**src/rtl/bcd_pkg.sv**
```systemverilog
// Shared definitions for the digit-serial BCD arithmetic blocks.
// Holds the BCD digit width, decimal radix constants, the default operand
// length, the subtractor state encoding and a packed-digit extraction helper.
package bcd_pkg;

  localparam int             DIG_W        = 4;
  localparam logic [3:0]     DIG_MAX      = 4'd9;
  localparam logic [4:0]     RADIX        = 5'd10;
  localparam int             NDIG_DEFAULT = 4;
  // Widest operand the extraction helper can index; callers zero-pad up to it.
  localparam int             MAX_NDIG     = 16;

  typedef enum logic [1:0] {
    ST_IDLE = 2'd0,
    ST_SUB  = 2'd1,
    ST_FIX  = 2'd2
  } state_e;

  // Return digit number idx of a zero-padded packed BCD vector (digit 0 in [3:0]).
  function automatic logic [DIG_W-1:0] get_digit(input logic [DIG_W*MAX_NDIG-1:0] v,
                                                 input int idx);
    logic [DIG_W-1:0] r;
    r = '0;
    for (int k = 0; k < MAX_NDIG; k++) begin
      if (idx == k) r = v[k*DIG_W +: DIG_W];
      else          r = r;
    end
    return r;
  endfunction

endpackage

```
**src/rtl/bcd_digit_sub.sv**
```systemverilog
// Combinational single-digit BCD subtractor: d = x - y - bin, corrected into
// 0..9 with a borrow out.
// Ports: x, y  - BCD digits (0..9)
//        bin   - borrow in
//        d     - BCD result digit
//        bout  - borrow out
module bcd_digit_sub
  import bcd_pkg::*;
(
  input  logic [DIG_W-1:0] x,
  input  logic [DIG_W-1:0] y,
  input  logic             bin,
  output logic [DIG_W-1:0] d,
  output logic             bout
);

  // Raw difference spans -10..9, so 5-bit two's complement is enough;
  // bit 4 is the sign.
  logic [4:0] t_s;

  // Subtract and apply the decimal correction when the raw result is negative.
  always_comb begin
    t_s = 5'(x) - 5'(y) - 5'(bin);
    if (t_s[4]) begin
      d    = 4'(t_s + RADIX);
      bout = 1'b1;
    end else begin
      d    = t_s[3:0];
      bout = 1'b0;
    end
  end

endmodule

```
**src/rtl/bcd_serial_subtractor.sv**
```systemverilog
// Digit-serial NDIG-digit BCD subtractor producing sign + magnitude of A - B.
// SUB pass walks the digits LSD first; if it ends with a borrow the result is
// negative and a FIX pass replaces diff with its ten's complement.
// Ports: clk, reset (sync, active-high), start (sampled when idle),
//        a, b (packed BCD operands), busy, done (1-cycle pulse),
//        diff (|A-B| packed BCD), neg (A<B), invalid (non-BCD input digit).
module bcd_serial_subtractor
  import bcd_pkg::*;
#(
  parameter int NDIG = NDIG_DEFAULT
)(
  input  logic                  clk,
  input  logic                  reset,
  input  logic                  start,
  input  logic [DIG_W*NDIG-1:0] a,
  input  logic [DIG_W*NDIG-1:0] b,
  output logic                  busy,
  output logic                  done,
  output logic [DIG_W*NDIG-1:0] diff,
  output logic                  neg,
  output logic                  invalid
);

  localparam int IDX_W = (NDIG > 1) ? $clog2(NDIG) : 1;

  state_e                  state_q, state_d;
  logic [IDX_W-1:0]        idx_q, idx_d;
  logic                    borrow_q, borrow_d;
  logic [DIG_W*NDIG-1:0]   a_q, a_d, b_q, b_d, diff_q, diff_d;
  logic                    neg_q, neg_d, invalid_q, invalid_d;
  logic                    busy_q, busy_d, done_q, done_d;
  // An accepted operation with a non-BCD digit waits one cycle in IDLE
  // before reporting, so invalid has a one-cycle latency like a real op.
  logic                    inv_pend_q, inv_pend_d;

  logic [DIG_W*MAX_NDIG-1:0] a_pad_s, b_pad_s, diff_pad_s;
  logic [DIG_W-1:0]          x_s, y_s, d_s;
  logic                      bout_s, last_s, in_bad_s;

  // Zero-pad operands to the helper's fixed width.
  always_comb begin
    a_pad_s    = '0;
    b_pad_s    = '0;
    diff_pad_s = '0;
    a_pad_s[DIG_W*NDIG-1:0]    = a_q;
    b_pad_s[DIG_W*NDIG-1:0]    = b_q;
    diff_pad_s[DIG_W*NDIG-1:0] = diff_q;
  end

  // Flag any non-BCD digit on the live inputs (checked at acceptance).
  always_comb begin
    in_bad_s = 1'b0;
    for (int k = 0; k < NDIG; k++) begin
      if ((a[k*DIG_W +: DIG_W] > DIG_MAX) || (b[k*DIG_W +: DIG_W] > DIG_MAX)) in_bad_s = 1'b1;
      else                                                                    in_bad_s = in_bad_s;
    end
  end

  // Operand mux: SUB uses (a_i, b_i); FIX computes 0 - diff_i.
  always_comb begin
    if (state_q == ST_FIX) begin
      x_s = '0;
      y_s = get_digit(diff_pad_s, int'(idx_q));
    end else begin
      x_s = get_digit(a_pad_s, int'(idx_q));
      y_s = get_digit(b_pad_s, int'(idx_q));
    end
  end

  bcd_digit_sub u_digit_sub (
    .x    (x_s),
    .y    (y_s),
    .bin  (borrow_q),
    .d    (d_s),
    .bout (bout_s)
  );

  assign last_s = (idx_q == IDX_W'(NDIG - 1));

  // Next-state and result update logic.
  always_comb begin
    state_d    = state_q;
    idx_d      = idx_q;
    borrow_d   = borrow_q;
    a_d        = a_q;
    b_d        = b_q;
    diff_d     = diff_q;
    neg_d      = neg_q;
    invalid_d  = invalid_q;
    busy_d     = busy_q;
    done_d     = 1'b0;
    inv_pend_d = inv_pend_q;

    case (state_q)
      ST_IDLE: begin
        if (inv_pend_q) begin
          invalid_d  = 1'b1;
          done_d     = 1'b1;
          busy_d     = 1'b0;
          inv_pend_d = 1'b0;
        end else if (start && !busy_q) begin
          a_d       = a;
          b_d       = b;
          diff_d    = '0;
          neg_d     = 1'b0;
          invalid_d = 1'b0;
          busy_d    = 1'b1;
          if (in_bad_s) begin
            inv_pend_d = 1'b1;
          end else begin
            state_d  = ST_SUB;
            idx_d    = '0;
            borrow_d = 1'b0;
          end
        end else begin
          state_d = ST_IDLE;
        end
      end

      ST_SUB, ST_FIX: begin
        for (int k = 0; k < NDIG; k++) begin
          if (k == int'(idx_q)) diff_d[k*DIG_W +: DIG_W] = d_s;
          else                  diff_d[k*DIG_W +: DIG_W] = diff_d[k*DIG_W +: DIG_W];
        end
        borrow_d = bout_s;
        if (!last_s) begin
          idx_d = idx_q + IDX_W'(1);
        end else if ((state_q == ST_SUB) && bout_s) begin
          // Final borrow out of the SUB pass means A < B.
          neg_d    = 1'b1;
          state_d  = ST_FIX;
          idx_d    = '0;
          borrow_d = 1'b0;
        end else begin
          done_d  = 1'b1;
          busy_d  = 1'b0;
          state_d = ST_IDLE;
        end
      end

      default: begin
        state_d = ST_IDLE;
        busy_d  = 1'b0;
      end
    endcase
  end

  // State and result registers with synchronous reset.
  always_ff @(posedge clk) begin
    if (reset) begin
      state_q    <= ST_IDLE;
      idx_q      <= '0;
      borrow_q   <= 1'b0;
      a_q        <= '0;
      b_q        <= '0;
      diff_q     <= '0;
      neg_q      <= 1'b0;
      invalid_q  <= 1'b0;
      busy_q     <= 1'b0;
      done_q     <= 1'b0;
      inv_pend_q <= 1'b0;
    end else begin
      state_q    <= state_d;
      idx_q      <= idx_d;
      borrow_q   <= borrow_d;
      a_q        <= a_d;
      b_q        <= b_d;
      diff_q     <= diff_d;
      neg_q      <= neg_d;
      invalid_q  <= invalid_d;
      busy_q     <= busy_d;
      done_q     <= done_d;
      inv_pend_q <= inv_pend_d;
    end
  end

  assign busy    = busy_q;
  assign done    = done_q;
  assign diff    = diff_q;
  assign neg     = neg_q;
  assign invalid = invalid_q;

endmodule

```
**config.mk**
```make
export PLATFORM = sky130hd
export DESIGN_NAME = bcd_serial_subtractor
export DESIGN_NICKNAME = d
export VERILOG_FILES = /design/src/rtl/bcd_pkg.sv /design/src/rtl/bcd_digit_sub.sv /design/src/rtl/bcd_serial_subtractor.sv
export SDC_FILE = /design/constraint.sdc
export NUM_CORES = 1
export LEC_CHECK = 0
export CAP_MARGIN = 20
export CORE_AREA = 4 4 116 118
export CTS_CLUSTER_DIAMETER = 60
export DETAILED_ROUTE_END_ITERATION = 10
export DIE_AREA = 0 0 120 122
export PLACE_DENSITY = 0.52
export SLEW_MARGIN = 20
export SYNTH_ARGS = -nofsm -noshare
export SYNTH_HDL_FRONTEND = slang
export SYNTH_SLANG_ARGS = --single-unit
export TNS_END_PERCENT = 10
```
**constraint.sdc**
```tcl
create_clock -name clk -period 9.7 [get_ports clk]
set_input_delay 1.455 -clock clk [delete_from_list [all_inputs] [get_ports clk]]
set_output_delay 1.455 -clock clk [all_outputs]
set_load 0.01 [all_outputs]
```
# Word level (Yosys, flattened, before mapping)
# Cells that the tools add are included.
[totals] wordCells=135 ff_bits=58
[op_classes] bitwise=1 n_eq_ne=22 n_mux=63 n_reduce_logical=23 add_sub_neg=4 order_cmp=8
[op_table] op="$mux 4" n=19
[op_table] op="$gt 4x4->1 const B" n=8
[op_table] op="$mux 16" n=2
[op_table] op="$pmux 16 s2" n=1
[op_table] op="$mux 1" n=25
[op_table] op="$mux 2" n=10
[op_table] op="$ne 2x2->1 const B" n=10
[op_table] op="$reduce_and 4->1" n=5
[op_table] op="$reduce_and 5->1" n=2
[op_table] op="$ne 3x3->1 const B" n=3
[op_table] op="$reduce_and 3->1" n=3
[op_table] op="$eq 2x2->1 const B" n=4
[op_table] op="$pmux 1 s2" n=4
[op_table] op="$pmux 2 s2" n=2
[op_table] op="$sub 4x4->5" n=1
[op_table] op="$sub 5x1->5" n=1
[op_table] op="$add 4x4->4 const B" n=1
[op_table] op="$eq 2x1->1 const B" n=2
[op_table] op="$eq 2x2->1 const A" n=2
[op_table] op="$logic_not 2->1" n=2
[op_table] op="$logic_or 1x1->1" n=4
[op_table] op="$reduce_bool 2->1" n=2
[op_table] op="$add 2x1->2 const B" n=1
[op_table] op="$eq 1x2->1 const A" n=1
[op_table] op="5 further kinds" n=6

# Longest topological paths before layout
# Gate-level depths: netlist of run 1.
[depth] ltp_word=13 ltp_mapped=19

# Cells and area by module
# From an unflattened synthesis of run 1, not the netlist that was laid out.
[unflattened] cells_unflattened=388 area_unflattened_um2=3099.2
[by_module_without_submodules] module="bcd_serial_subtractor" area_each_um2=2825.2 n_inst=1 cells_per_inst=356
[by_module_without_submodules] module="bcd_digit_sub" area_each_um2=274.0 n_inst=1 cells_per_inst=32

# Worst setup path after synthesis of run 1
# No wires, ideal clock.
[synth_path] path_kind="register to register" startpoint="reg idx_q[1]" endpoint="reg diff_q[3], in the netlist diff[3]" period_less_slack_ps=3502 slack_ps=6198 arrival_ps=3410 stages_incl_launch_ff=19 path_cell_list="dfxtp_1 > inv_1 > ha_1 > buf_2 > clkbuf_1 > nand2_1 > o21ai_0 > mux4_2 > nor2_1 > a21oi_1 > fa_1 > inv_1 > fa_1 > ha_1 > nor3_1 > a31oi_1 > o211ai_1 > xnor2_1 > o32ai_1"
[synth_via] elab_chain_cells=12 word_cells_on_any_way=26
[synth_lines] element="start: declaration" line_no="bcd_serial_subtractor.sv:27" rtl="logic [IDX_W-1:0] idx_q, idx_d;"
[synth_lines] element="start signal: assignment" line_no="bcd_serial_subtractor.sv:164" rtl="idx_q <= idx_d;"
[synth_lines] element="$logic_not 2->1" line_no="bcd_pkg.sv:25, bcd_serial_subtractor.sv:122"
[synth_lines] element="$mux 4 (4 in a row)" line_no="bcd_pkg.sv:25" rtl="if (idx == k) r = v[k*DIG_W +: DIG_W];"
[synth_lines] element="$mux 4" line_no="bcd_serial_subtractor.sv:61" rtl="if (state_q == ST_FIX) begin"
[synth_lines] element="$sub 4x4->5" line_no="bcd_digit_sub.sv:23" rtl="t_s = 5'(x) - 5'(y) - 5'(bin);"
[synth_lines] element="$sub 5x1->5" line_no="bcd_digit_sub.sv:23"
[synth_lines] element="$add 4x4->4" line_no="bcd_digit_sub.sv:25" rtl="d = 4'(t_s + RADIX);"
[synth_lines] element="$mux 4" line_no="bcd_digit_sub.sv:24" rtl="if (t_s[4]) begin"
[synth_lines] element="$mux 4" line_no="bcd_serial_subtractor.sv:122" rtl="if (k == int'(idx_q)) diff_d[k*DIG_W +: DIG_W] = d_s;"
[synth_lines] element="$pmux 16 s2" line_no="bcd_serial_subtractor.sv:94" rtl="case (state_q)"
[synth_lines] element="end signal: assignment" line_no="bcd_serial_subtractor.sv:168" rtl="diff_q <= diff_d;"
[synth_lines] element="end: declaration" line_no="bcd_serial_subtractor.sv:29" rtl="logic [DIG_W*NDIG-1:0] a_q, a_d, b_q, b_d, diff_q, diff_d;"
# Parallel ways exist; a longest one is shown, timed or not. The select of a mux whose other input is x is not followed.
# A chain may end at the register's enable or synchronous reset.

# Worst setup path after layout of run 1
[layout_path] startpoint="reg idx_q[1]" endpoint="reg diff_q[7], in the netlist diff[7]"
[layout_via] elab_chain_cells=12 word_cells_on_any_way=27
[layout_lines] element="$logic_not 2->1" line_no="bcd_pkg.sv:25"
[layout_lines] element="$mux 4 (4 in a row)" line_no="bcd_pkg.sv:25"
[layout_lines] element="$mux 4" line_no="bcd_serial_subtractor.sv:61"
[layout_lines] element="$sub 4x4->5" line_no="bcd_digit_sub.sv:23"
[layout_lines] element="$sub 5x1->5" line_no="bcd_digit_sub.sv:23"
[layout_lines] element="$add 4x4->4" line_no="bcd_digit_sub.sv:25"
[layout_lines] element="$mux 4" line_no="bcd_digit_sub.sv:24"
[layout_lines] element="$mux 4" line_no="bcd_serial_subtractor.sv:122"
[layout_lines] element="$pmux 16 s2" line_no="bcd_serial_subtractor.sv:94"
# Parallel ways exist; a longest one is shown, timed or not. The select of a mux whose other input is x is not followed.

==> qor.yml, run 1 <==
dieArea_um2: 14600
start_util_pct: 25.5
holdCritStartpoint: "b_q[9]$_SDFFE_PP0P_"
dpl_worst_slack_ns: 5.53
portBuffers: 54
antennaDiodeCount: 0
groute.layer.met3.usage_pct: 2.14
via_per_inst: 4.74
crit_fanout: 27
syn_to_final_growth_pct: 28.6
ys_top_cells_by_area: "dfxtp_1 (36%), nand2_1 (11%), a21oi_1 (8.8%), ha_1 (5.1%), o21ai_0 (3.9%)"
grtUsageMet2_pct: 20.8
ys.flop_type: "dfxtp_1"
yosys.cell_count.top_type: "nand2_1"
arrival_ns: 4.38
end_kind: "flip-flop"
clock_skew_ns: 0.00741
synth_cell_types: 50
ctsResizeCount: 0
grt_pass1_vias: 2895
tns_ns: 0
grt_pass1_wl_um: 14700
rsz0062_at_grt: "no"
netlist_top_cells_count: "nand2_1 (91), dfxtp_1 (58), a21oi_1 (56)"
synthCells: 403
synth.avg_cell_area_um2: 7.90
max_slew_margin_pct: 43.6
grt_use_total_pct: 12.6
vdd_ir_drop_max_uv: 75.2
cts_sinks: 58
yosysSeqAreaShare_pct: 36.5
path_cells: "inv_1 -> ha_1 -> o21ai_0 -> mux4_2 -> nor2_1 -> a21oi_1 -> fa_1 -> inv_1 -> fa_1 -> xor2_1 -> ha_1 -> nor3b_1 -> o21ai_0 -> o211ai_1 -> xnor2_1 -> o32ai_1"
gp_congestion: 0.879
ctsRootBufferMaster: "clkbuf_16"
core_um2: 12500
maxSlewViolCount: 0
clock_path_buffers: 2
status: "complete, no violations"
cellPowerDensity_nw_per_um2: 176
cts_buffers: 9
dr.first_iter.drc_count: 86
slowest_stage: "ha_1"
cellLeakagePower_nw: 1.39
worst_pin_slew_ns: 0.847
grt_max_degree: 65
post_cts_buffers: 0
wl_per_cell_um: 14.7
cts_tree: "done"
vias: 2933
ys_ff_latch: 58
dr.pass1.iters: 4
crit_buf_inv: 2
die_x_um: 120
max_stage_delay_ns: 0.72
ys_warn_count: 0
setup_viol: 0
top_level_ports: 55
fmax_ghz: 0.239
htreeDepth: 3
die_h_um: 122
drv_cap: 0
crit_type: "reg2reg"
clock_latency_ns: 0.32
yosysTopAreaCell: "dfxtp_1"
syn-num-nets: 453
synth_edf_count: 0
fin_hold_ws_ns: 0.454
fin_nets: 493
grt-ovfl-total: 0
wl_um: 9120
cp_top_family: "adder cells"
antenna_found_initial: 0
setup_ws_ns: 5.51
final_layout_size_suffix_gt1_share_pct: 8.50
period_minus_slack_ns: 4.19
critPathLaunch: "idx_q[1]$_SDFFE_PP0P_"
critPathLaunchType: "flip-flop"
hold_viol: 0
hp-class: "reg2reg"
clk_pin_slew_ns: 0.05
yosysTopAreaCellShare_pct: 36.5
syn_area_um2: 3180
grt_busiest_layer: "met2"
cts_hold_buf: 0
dp_hpwl_um: 6730
drc: 0
r2r-start: "idx_q[1]$_SDFFE_PP0P_"
final_antenna_net_count: 0
use_met1_pct: 16.4
async_flop_share_pct: 0
fin_crit_sh_pct: 43.2
crit_required_ns: 9.89
core.rowCount: 41
cell type report:
cell class                 instances  area, um2
inverter                          20       75.1
tap                              172        215
fill                            1326       8370
multi-input combinational        298       1820
sequential                        58       1160
clock buffer                      12        256
clock inverter                     3       15.0
timing repair buffer              56        551
cell families after synthesis:
group,after synthesis,synth area share [%]
and+or+nand+nor,151,21.9
AOI/OAI and AO/OA,116,22.1
DFF,58,36.5
buffers and inverters,47,6.37
adders and majority gates,15,6.37
muxes,11,5.11
xor gates and xnor gates,5,1.61
flip-flops by register name (all words and copies together) (netlist names):
name,count
a_q,16
b_q,16
diff,16
idx_q,2
state_q,2
borrow_q,1
busy,1
done,1
inv_pend_q,1
invalid,1
neg,1
placed cells by master (no fill, tap or decap), types with 4 or more instances in the layout:
cell type	count
nand2_1	91
dfxtp_1	58
a21oi_1	56
clkdlybuf4s50_1	53
o21ai_0	25
inv_1	19
nor2_1	19
ha_1	13
o32ai_1	10
nand2b_1	9
clkbuf_16	9
nand3b_1	6
mux2i_1	5
mux4_2	4
nor3b_1	4
a31oi_1	4
layer usage:
| layer | wire length (um) | up-vias |
|---|---|---|
| li1 | - | 1477 |
| met1 | 4240 | 1372 |
| met2 | 4320 | 69 |
| met3 | 373 | 15 |
| met4 | 195 | 0 |
| met5 | 0 | - |
report_power, final:
part	switching [W]	total (W)	leakage [nW]	internal, W
clock	0.000105	0.000289	0.138	0.000184
sequential	0.0000101	0.000265	0.472	0.000255
combinational	0.0000979	0.000165	0.783	0.0000676
total	0.000213	0.000719	1.39	0.000506
path summary, 6_finish.rpt:
check / to / slack, ns / depth (start not counted)
worst max-delay path: diff[7]$_SDFFE_PP0P_ / 5.51 / 16
worst min-delay path: b_q[9]$_SDFFE_PP0P_ / 0.45 / 2
worst max register to register: diff[7]$_SDFFE_PP0P_ / 5.51 / 16
worst min register to register: b_q[9]$_SDFFE_PP0P_ / 0.45 / 2
through the flow:
step,power (W),util (%),cells,cell area [um2]
floorplan,0.000386,-,403,3180
global placement,0.000434,30.7,604,3820
detailed placement,0.000436,30.7,604,3820
CTS,0.000728,32.8,619,4090
global route,0.000754,32.8,619,4090
finish,0.000719,32.8,619,4090
tightest hold or removal path, delay by kind of cell, from the launching register on:
family	cells	cell delay, ns
AO/OA/AOI/OAI	1	0.05
AND/OR/NAND/NOR	1	0.05
flip-flops	1	0.30
No activity file was read; power rests on OpenSTA's default activity.
==> inputs of run 2 (changes only) <==
- PLACE_DENSITY: 0.52 -> 0.53
- clock period: 9.7 -> 3.71 ns (I/O delays scaled with it)
==> run 2 against run 1 <==
Compared with the run above:
- hold slack is essentially flat
- global-route usage is essentially flat
- sequential power grew to 2.6 times the previous value
- clock skew shrank 0.0018 ns
- design area grew 2.6%
- critical path depth shrank 2
- setup slack lost 5.3 ns
- largest power group unchanged
==> qor.yml, run 2 (synthesis results as in run 1) <==
fin_hold_ws_ns: 0.454  # about the same
wl_um: 8990  # was 9120 um
post_cts_buffers: 0  # unchanged
dieArea_um2: 14600  # unchanged
portBuffers: 54  # unchanged
core_um2: 12500  # unchanged
cts_sinks: 58  # unchanged
dr.first_iter.drc_count: 135  # was 86
layout_common_cells: "nand2_1 (91), dfxtp_1 (57), a21oi_1 (56), clkdlybuf4s50_1 (53), o21ai_0 (23)"  # was nand2_1 (91), dfxtp_1 (58), a21oi_1 (56), clkdlybuf4s50_1 (53), o21ai_0 (25)
die_x_um: 120  # unchanged
end_kind: "flip-flop"  # unchanged
dp_hpwl_um: 6780  # was 6730 um
top_level_ports: 55  # unchanged
start_util_pct: 25.5  # unchanged
grt_use_total_pct: 12.6  # about the same
drc: 0  # unchanged
mostFrequentLayoutCell: "nand2_1"  # unchanged
rsz0062_at_grt: "no"  # unchanged
r2r_cells: 14  # was 16
ctsRootBufferMaster: "clkbuf_16"  # unchanged
fin_crit_sh_pct: 94.5  # was 43.2%
drv_cap: 0  # unchanged
min_path_cells: 2  # unchanged
vias: 2964  # was 2933
gp_congestion: 0.861  # was 0.879
die_h_um: 122  # unchanged
total_power_w: 0.00194  # was 0.000719 W
final_layout_size_suffix_gt1_share_pct: 11.5  # was 8.50%
antennaDiodeCount: 0  # unchanged
post-place-cells: 611  # was 604
crit_type: "reg2reg"  # unchanged
cellLeakagePower_nw: 1.44  # was 1.39 nW
via_per_inst: 4.73  # was 4.74
vdd_ir_drop_max_uv: 192  # was 75.2 uV
setup_ws_ns: 0.203  # was 5.51 ns
syn_to_final_growth_pct: 31.9  # was 28.6%
clock_path_buffers: 2  # unchanged
grt_pass1_wl_um: 14800  # was 14700 um
core.rowCount: 41  # unchanged
hp-class: "reg2reg"  # unchanged
antenna_found_initial: 0  # unchanged
maxSlewViolCount: 0  # unchanged
grt_pass1_vias: 2883  # was 2895
max_slew_margin_pct: 57.0  # was 43.6%
cts_tree: "done"  # unchanged
wl_per_cell_um: 14.4  # was 14.7 um
status: "complete, no violations"  # unchanged
cellPowerDensity_nw_per_um2: 462  # was 176 nW/um2
dr.pass1.iters: 4  # unchanged
arrival_ns: 3.72  # was 4.38 ns
grt_max_degree: 65  # unchanged
setup_viol: 0  # unchanged
fmax_ghz: 0.285  # was 0.239 GHz
critPathLaunchType: "flip-flop"  # unchanged
stdcell_count: 626  # was 619
clock_skew_ns: 0.00559  # was 0.00741 ns
clk_pin_slew_ns: 0.05  # about the same
cts_buffers: 9  # unchanged
clock_latency_ns: 0.32  # about the same
fill_cells: 1318  # was 1326
htreeDepth: 3  # unchanged
period_minus_slack_ns: 3.51  # was 4.19 ns
crit_required_ns: 3.93  # was 9.89 ns
dpl_worst_slack_ns: -0.00413  # was 5.53 ns
crit_fanout: 15  # was 27
hold_viol: 0  # unchanged
worst_pin_slew_ns: 0.645  # was 0.847 ns
final_util_pct: 33.7  # was 32.8%
grt-ovfl-total: 0  # unchanged
fin_nets: 500  # was 493
final_antenna_net_count: 0  # unchanged
## run 2: changes by cell type in the layout (fill, tap and decap cells not counted), moves of 2 or more
cell | before | now
o21ai_0 | 25 | 23
ha_1 | 13 | 10
o21ai_1 | 3 | 5
ha_2 | 0 | 3
buf_4 | 2 | 10
## run 2: worst max-delay path, stage by stage, from the launching register on
cell     delay (ns)
dfxtp_1        0.32
inv_1          0.11
ha_2           0.25
buf_4          0.22
o21ai_0        0.11
mux4_2         0.45
nor2_1         0.09
a21oi_1        0.05
ha_1           0.28
inv_1          0.04
ha_1           0.37
a21oi_2        0.24
xor2_1         0.29
a21oi_1        0.20
o41ai_1        0.37
## run 2: layer usage
layer  up-vias  share of wire [%]  GRT usage, %
met2        91                 46          20.0
li1       1488                  -             -
met3         9                5.3          2.55
met1      1376                 47          17.0
met5         -                  0             0
met4         0                1.6          4.51
## run 2: power breakdown
group / switching, W / internal, W / total (W)
Combinational: 0.000259 / 0.000190 / 0.000449
Sequential: 0.0000269 / 0.000666 / 0.000693
Clock: 0.000269 / 0.000531 / 0.000801
Total: 0.000555 / 0.00139 / 0.00194
## run 2: worst paths after layout
check / slack, ns / start / end
setup / recovery: 0.20 / idx_q[1]$_SDFFE_PP0P_ / idx_q[1]$_SDFFE_PP0P_
hold / removal: 0.45 / b_q[8]$_SDFFE_PP0P_ / b_q[8]$_SDFFE_PP0P_
setup reg to reg: 0.20 / idx_q[1]$_SDFFE_PP0P_ / idx_q[1]$_SDFFE_PP0P_
hold reg to reg: 0.45 / b_q[8]$_SDFFE_PP0P_ / b_q[8]$_SDFFE_PP0P_
## run 2: final cells by class
class / instances / area (um2) / area share, %
clock buffer: 12 / 246 / 5.87
inverter: 20 / 75.1 / 1.79
multi-input combinational: 298 / 1850 / 44.2
tap: 172 / 215 / 5.13
sequential: 58 / 1160 / 27.7
clock inverter: 3 / 40.0 / 0.954
timing repair buffer: 63 / 606 / 14.4
## run 2: stage by stage
stage / instance area (um2) / TNS (ns)
floorplan: 3180 / 0
global placement: 3870 / 0
global route: 4200 / 0
finish: 4200 / 0
CTS: 4170 / 0
detailed placement: 3870 / -0.00499
## run 2: timing repair
item	in CTS	in global routing
setup endpoints to repair	4	11
pin swaps	0	3
resized for setup	1	10
hold buffers	0	0
gates cloned	0	0
==> inputs of run 3 (changes only) <==
- CELL_PAD_IN_SITES_DETAIL_PLACEMENT: default -> 2
- CELL_PAD_IN_SITES_GLOBAL_PLACEMENT: default -> 2
- CORE_AREA: 4 4 116 118 -> 4 4 115 117
- DIE_AREA: 0 0 120 122 -> 0 0 119 121
- MAX_ROUTING_LAYER: default -> met4
- PLACE_DENSITY: 0.53 -> 0.78
- SYNTH_HIERARCHICAL: default -> 1
==> run 3 against run 2 <==
Compared with the run above:
- core utilization is 1.3 points higher
- sequential cell count stayed put
- synthesized area is 2.6% lower
- fmax is 4.2% lower
- wire length is 34% higher
- count of clock-buffer cells in the layout is 2 lower
- clock skew hardly changed
- sequential share of layout area is 0.75 points lower
- via count is 2.5% higher
- design area is 3.1% higher
- cell count is 0.32% higher
- power is 6.2% lower
- largest cell class unchanged
- highest routed layer unchanged
==> qor.yml, run 3 <==
status: "complete, no violations"  # unchanged
max_stage_delay_ns: 0.50  # was 0.45 ns
critPathLaunchType: "flip-flop"  # unchanged
slowest_stage: "mux4_2"  # unchanged
crit_required_ns: 3.93  # about the same
cellPowerDensity_nw_per_um2: 421  # was 462 nW/um2
syn_to_final_growth_pct: 39.7  # was 31.9%
htreeDepth: 3  # unchanged
timing.rr.end: "idx_q[0]$_SDFFE_PP0P_"  # was idx_q[1]$_SDFFE_PP0P_
arrival_ns: 3.88  # was 3.72 ns
ys_top_cells_by_area: "dfxtp_1 (37%), nand2_1 (12%), a21oi_1 (7.3%), mux2i_1 (7.1%), ha_1 (6.1%)"  # was dfxtp_1 (36%), nand2_1 (11%), a21oi_1 (8.8%), ha_1 (5.1%), o21ai_0 (3.9%)
hp-class: "reg2reg"  # unchanged
top_level_ports: 55  # unchanged
cts_sinks: 58  # unchanged
grt-ovfl-total: 0  # unchanged
cts_buffers: 9  # unchanged
async_flop_share_pct: 0  # unchanged
synth.avg_cell_area_um2: 7.99  # was 7.90 um2
yosysTopAreaCell: "dfxtp_1"  # unchanged
drv_cap: 0  # unchanged
clock_skew_ns: 0.00575  # was 0.00559 ns
portBuffers: 54  # unchanged
fin_hold_ws_ns: 0.460  # was 0.454 ns
rsz0062_at_grt: "yes"  # was no
drc: 0  # unchanged
dieArea_um2: 14400  # was 14600 um2
dr.first_iter.drc_count: 98  # was 135
layout_common_cells: "nand2_1 (96), dfxtp_1 (56), clkdlybuf4s50_1 (53), a21oi_1 (42), nor2_1 (28)"  # was nand2_1 (91), dfxtp_1 (57), a21oi_1 (56), clkdlybuf4s50_1 (53), o21ai_0 (23)
yosys.cell_count.top_type: "nand2_1"  # unchanged
grt_pass1_wl_um: 18800  # was 14800 um
clock_path_buffers: 2  # unchanged
antennaDiodeCount: 0  # unchanged
dp_hpwl_um: 8170  # was 6780 um
wl_um: 12100  # was 8990 um
r2r-start: "idx_q[0]$_SDFFE_PP0P_"  # was idx_q[1]$_SDFFE_PP0P_
via_per_inst: 4.84  # was 4.73
fin_nets: 503  # was 500
grt_max_degree: 35  # was 65
crit_buf_inv: 5  # was 3
path_cells: "inv_4 -> ha_4 -> buf_4 -> buf_4 -> nand2_1 -> o21ai_2 -> mux4_2 -> nor2_2 -> a21oi_1 -> ha_1 -> inv_2 -> ha_4 -> a211o_1 -> and2_4 -> inv_4 -> a21boi_4 -> a22o_1 -> a31o_2 -> a32o_1"  # was inv_1 -> ha_2 -> buf_4 -> o21ai_0 -> mux4_2 -> nor2_1 -> a21oi_1 -> ha_1 -> inv_1 -> ha_1 -> a21oi_2 -> xor2_1 -> a21oi_1 -> o41ai_1
period_minus_slack_ns: 3.66  # was 3.51 ns
core.rowCount: 41  # unchanged
min_to: "a_q[1]$_SDFFE_PP0P_"  # was b_q[8]$_SDFFE_PP0P_
ys_ff_latch: 58  # unchanged
final_antenna_net_count: 0  # unchanged
die_h_um: 121  # was 122 um
wl_per_cell_um: 19.2  # was 14.4 um
min_path_cells: 2  # unchanged
clk_pin_slew_ns: 0.06  # was 0.05 ns
antenna_found_initial: 0  # unchanged
synth_cell_types: 42  # was 50
netlist_top_cells_count: "nand2_1 (97), dfxtp_1 (58), a21oi_1 (45)"  # was nand2_1 (91), dfxtp_1 (58), a21oi_1 (56)
fin_crit_sh_pct: 98.7  # was 94.5%
ys_warn_count: 6  # was 0
clock_latency_ns: 0.33  # was 0.32 ns
dr.pass1.iters: 4  # unchanged
cp_top_family: "compound AO/OA/AOI/OAI gates"  # unchanged
yosysTopAreaCellShare_pct: 37.5  # was 36.5%
final_layout_size_suffix_gt1_share_pct: 16.4  # was 11.5%
cts_tree: "done"  # unchanged
ctsRootBufferMaster: "clkbuf_16"  # unchanged
post-place-cells: 610  # was 611
reg2reg_slack_ns: 0.05  # was 0.20 ns
core_um2: 12400  # was 12500 um2
vias: 3039  # was 2964
stdcell_count: 628  # was 626
synthCells: 388  # was 403
max_slew_margin_pct: 57.3  # was 57.0%
worst_pin_slew_ns: 0.641  # was 0.645 ns
r2r_cells: 19  # was 14
gp_congestion: 0.853  # was 0.861
grt_use_total_pct: 17.3  # was 12.6%
hold_viol: 0  # unchanged
mostFrequentLayoutCell: "nand2_1"  # unchanged
vdd_ir_drop_max_uv: 225  # was 192 uV
die_x_um: 119  # was 120 um
crit_fanout: 6  # was 15
yosysSeqAreaShare_pct: 37.5  # was 36.5%
syn_area_um2: 3100  # was 3180 um2
synth_edf_count: 0  # unchanged
setup_viol: 0  # unchanged
grt_pass1_vias: 3395  # was 2883
syn-num-nets: 440  # was 453
holdCritStartpoint: "a_q[1]$_SDFFE_PP0P_"  # was b_q[8]$_SDFFE_PP0P_
start_util_pct: 25.1  # was 25.5%
cellLeakagePower_nw: 1.64  # was 1.44 nW
fmax_ghz: 0.273  # was 0.285 GHz
maxSlewViolCount: 0  # unchanged
crit_type: "reg2reg"  # unchanged
cts_hold_buf: 0  # unchanged
end_kind: "flip-flop"  # unchanged
ys.flop_type: "dfxtp_1"  # unchanged
[run 3: cell types whose count changed after synthesis, moves of 6 or more]
| cell | delta |
|---|---|
| o32ai_1 | -10 |
| nand2_1 | +6 |
| nor2_1 | +13 |
| a21oi_1 | -11 |
| mux2i_1 | +17 |
[run 3: repair_timing]
item / in CTS / in global routing
endpoints found under the setup margin: 15 / 14
pin swaps: 5 / 6
gates resized for setup: 15 / 19
buffers inserted: 2 / 0
[run 3: kinds of logic after synthesis]
group	share of synthesized area, %
buffers and inverters	4.80
flip-flops	37.5
XOR/XNOR	1.41
AO/OA/AOI/OAI	17.0
adder cells (fa/ha/maj)	7.35
multiplexers	10.9
AND/OR/NAND/NOR	21.2
[run 3: stage by stage]
stage / cell area, um2 / power [W] / setup slack, ns / utilization [%] / TNS [ns]
2_1_floorplan: 3120 / 0.000841 / 0.0310 / - / 0
3_3_place_gp: 3900 / 0.000937 / 0.130 / 31.5 / 0
3_5_place_dp: 3900 / 0.000951 / -0.209 / 31.5 / -0.461
4_1_cts: 4260 / 0.00183 / 0.00456 / 34.5 / 0
5_1_grt: 4330 / 0.00190 / -0.0737 / 35.0 / -0.259
6_report: 4330 / 0.00182 / 0.0487 / 35.0 / 0
[run 3: routing by layer]
metal	global-route usage [%]	vias to the layer above	wire length [um]
met5	-	-	0
met2	31.4	54	6540
li1	-	1442	-
met3	3.73	15	367
met4	5.58	0	225
met1	18.8	1528	4920
[run 3: worst max path at each step]
stage                                 end                   from  slack, ns  cells past startpoint
global route        idx_q[0]$_SDFFE_PP0P_  idx_q[0]$_SDFFE_PP0P_      -0.07                     18
finish              idx_q[0]$_SDFFE_PP0P_  idx_q[0]$_SDFFE_PP0P_       0.05                     19
floorplan           idx_q[0]$_SDFFE_PP0P_  idx_q[1]$_SDFFE_PP0P_       0.03                     18
global placement    idx_q[0]$_SDFFE_PP0P_  idx_q[0]$_SDFFE_PP0P_       0.13                     18
detailed placement  idx_q[1]$_SDFFE_PP0P_  idx_q[0]$_SDFFE_PP0P_      -0.21                     18
CTS                 idx_q[0]$_SDFFE_PP0P_  idx_q[1]$_SDFFE_PP0P_      0.005                     19
[run 3: area by class of cell]
class	instances	area [um2]
repair buffers	73	678
clock buffers	10	239
clock inverters	6	66.3
fillers	1384	8030
flip-flops and latches	58	1170
inverters	16	65.1
multi-input cells	293	1900
well taps	172	215
[run 3: worst reg2reg max path, cell delays in order, from the launching register on]
cell      delay [ns]
dfxtp_4         0.38
inv_4           0.05
ha_4            0.17
buf_4           0.13
buf_4           0.15
nand2_1         0.08
o21ai_2         0.08
mux4_2          0.50
nor2_2          0.10
a21oi_1         0.05
ha_1            0.30
inv_2           0.05
ha_4            0.26
a211o_1         0.29
and2_4          0.17
inv_4           0.06
a21boi_4        0.06
a22o_1          0.23
a31o_2          0.24
a32o_1          0.20
[run 3: report_power, final]
part,leakage (nW),switching [W],total [W],internal (W)
sequential,0.474,0.0000167,0.000666,0.000649
combinational,1.03,0.000170,0.000307,0.000137
clock,0.141,0.000313,0.000850,0.000537
total,1.64,0.000499,0.00182,0.00132
==> variant: new RTL, settings of run 3 <==
Re-encode `state_e` (3 states) as one-hot, 3 bits wide.
--- a/src/rtl/bcd_pkg.sv
+++ b/src/rtl/bcd_pkg.sv
@@ -10,10 +10,10 @@
   // Widest operand the extraction helper can index; callers zero-pad up to it.
   localparam int             MAX_NDIG     = 16;
 
-  typedef enum logic [1:0] {
-    ST_IDLE = 2'd0,
-    ST_SUB  = 2'd1,
-    ST_FIX  = 2'd2
+  typedef enum logic [2:0] {
+    ST_IDLE = 3'b001,
+    ST_SUB  = 3'b010,
+    ST_FIX  = 3'b100
   } state_e;
 
   // Return digit number idx of a zero-padded packed BCD vector (digit 0 in [3:0]).
Formal check against the unedited RTL: same outputs for any inputs over 10 cycles, from zero or initial values and one cycle with reset high; not proved beyond that.
==> variant against run 3 <==
- the flow now finishes with violations (negative setup slack)
- design area rose by 1.5%
- count of clock-buffer cells in the layout rose by 2
- sequential cell count rose by 1
- setup slack got worse by 0.049 ns
- non-clock buffer count rose by 7
- routed wire length barely moved
- global-route usage rose by 0.79 points
- power rose by 2.8%
- clock power rose by 3.9%
- area after synthesis rose by 0.28%
- core utilization rose by 0.54 points
- sequential share of layout area barely moved
- cell count rose by 2.4%
- critical path type unchanged
- critical endpoint is now idx_q[1]
- largest power group unchanged
==> variant: results (changes against run 3) <==
status=finished, violations left; failing checks=negative setup slack; Setup WS post-layout=-0.0006479 ns (-0.04935 ns); fillers=1404 (+1.4%); Finished Cell Area=0.004395 mm^2 (+1.5%); Synth area leaders=dfxtp_1 (38%), nand2_1 (12%), a21oi_1 (8.5%); layout cell share with drive strength beyond 1=0.1677 (+0.003255); maximum VDD drop=159.5 uV (-29%); leakage power=1.637 nW (-0.28%); Iter 0 DRT Violations=159 (+62%); endpoints failing setup=1 (+1); Total Wirelength=12040 um (about the same); sequential area share after synthesis=0.3800 (+0.005385); Setup Skew=0.01050 ns (+0.004755 ns); critical path peak fanout=8 (+2); top cells by count, synth=nand2_1 (96), dfxtp_1 (59), a21oi_1 (53), nor2_1 (34), o21ai_0 (24); placement-stage worst setup slack=-0.3653 ns (-0.1568 ns); via count=3134 (+3.1%); Crit path arrival time=3.98 ns (+0.10 ns); largest net degree at the start of global routing=33 (-5.7%); first-pass GRT wire length=19510 um (+4.0%); Final HPWL DP=8649 um (+5.8%); Slew @ Worst Pin=0.7487 ns (+0.1081 ns); placed inst area=0.003941 mm^2 (+1.1%); Syn Nets=448 (+1.8%); Distinct cells, synth=43 (+2.4%); vias in the first global route=3572 (+5.2%)
## variant: layer usage
metal,up-vias,global-route usage,part of all wire
met5,-,-,0
met4,0,0.06300,0.025
met3,22,0.03403,0.032
met2,67,0.3193,0.53
met1,1557,0.2050,0.42
li1,1488,-,-
## variant: worst paths after layout
kind | from | end | slack (ns) | depth (start not counted)
worst max-delay path | idx_q[1] | idx_q[1] | -0.0006 | 16
worst min register to register | a_q[11] | a_q[11] | 0.46 | 2
worst max register to register | idx_q[1] | idx_q[1] | -0.0006 | 16
worst min-delay path | a_q[11] | a_q[11] | 0.46 | 2
## variant: where the power goes
group | internal [W] | switching (W) | leakage, nW | total, W
Clock | 0.000572 | 0.000311 | 0.155 | 0.000883
Combinational | 0.000149 | 0.000163 | 1.00 | 0.000312
Sequential | 0.000660 | 0.0000182 | 0.481 | 0.000678
## variant: area by class of cell
cell class                 instances  area share
clock buffer                      12     0.06063
clock inverter                     4     0.01082
inverter                          13     0.01224
multi-input combinational        303      0.4315
sequential                        59      0.2696
tap                              172     0.04896
timing repair buffer              80      0.1662
## variant: worst max-delay path, cell delays in order, from the launching register on
cell,delay (ns)
dfxtp_1,0.35
buf_4,0.14
ha_2,0.29
buf_4,0.21
o21ai_2,0.10
mux4_2,0.49
ha_4,0.29
inv_2,0.05
ha_4,0.16
and2_1,0.18
a31oi_4,0.20
and2_4,0.22
inv_4,0.05
o31a_1,0.31
a2bb2oi_2,0.15
o211ai_1,0.20
mux2i_1,0.24
## variant: what timing repair did
item,CTS,global route
setup endpoints to repair,19,10
buffers inserted,2,0
pin swaps,3,7
hold buffers,0,0
resized for setup,18,15
## variant: stage by stage
stage,cells,hold slack [ns]
floorplan,400,0.4320
detailed placement,625,0.4526
CTS,643,0.4583
finish,643,0.4570
global placement,625,0.4472
global route,643,0.4859
## variant: cells by family (layout without fill, tap and decap cells)
family,count (synthesis),after routing,synth area share
compound gates,100,100,0.1848
xor+xnor,5,5,0.01409
fa+ha+maj,13,13,0.05717
buf+inv,38,109,0.04911
flops,59,59,0.3800
mux,19,19,0.07890
simple gates,166,166,0.2359
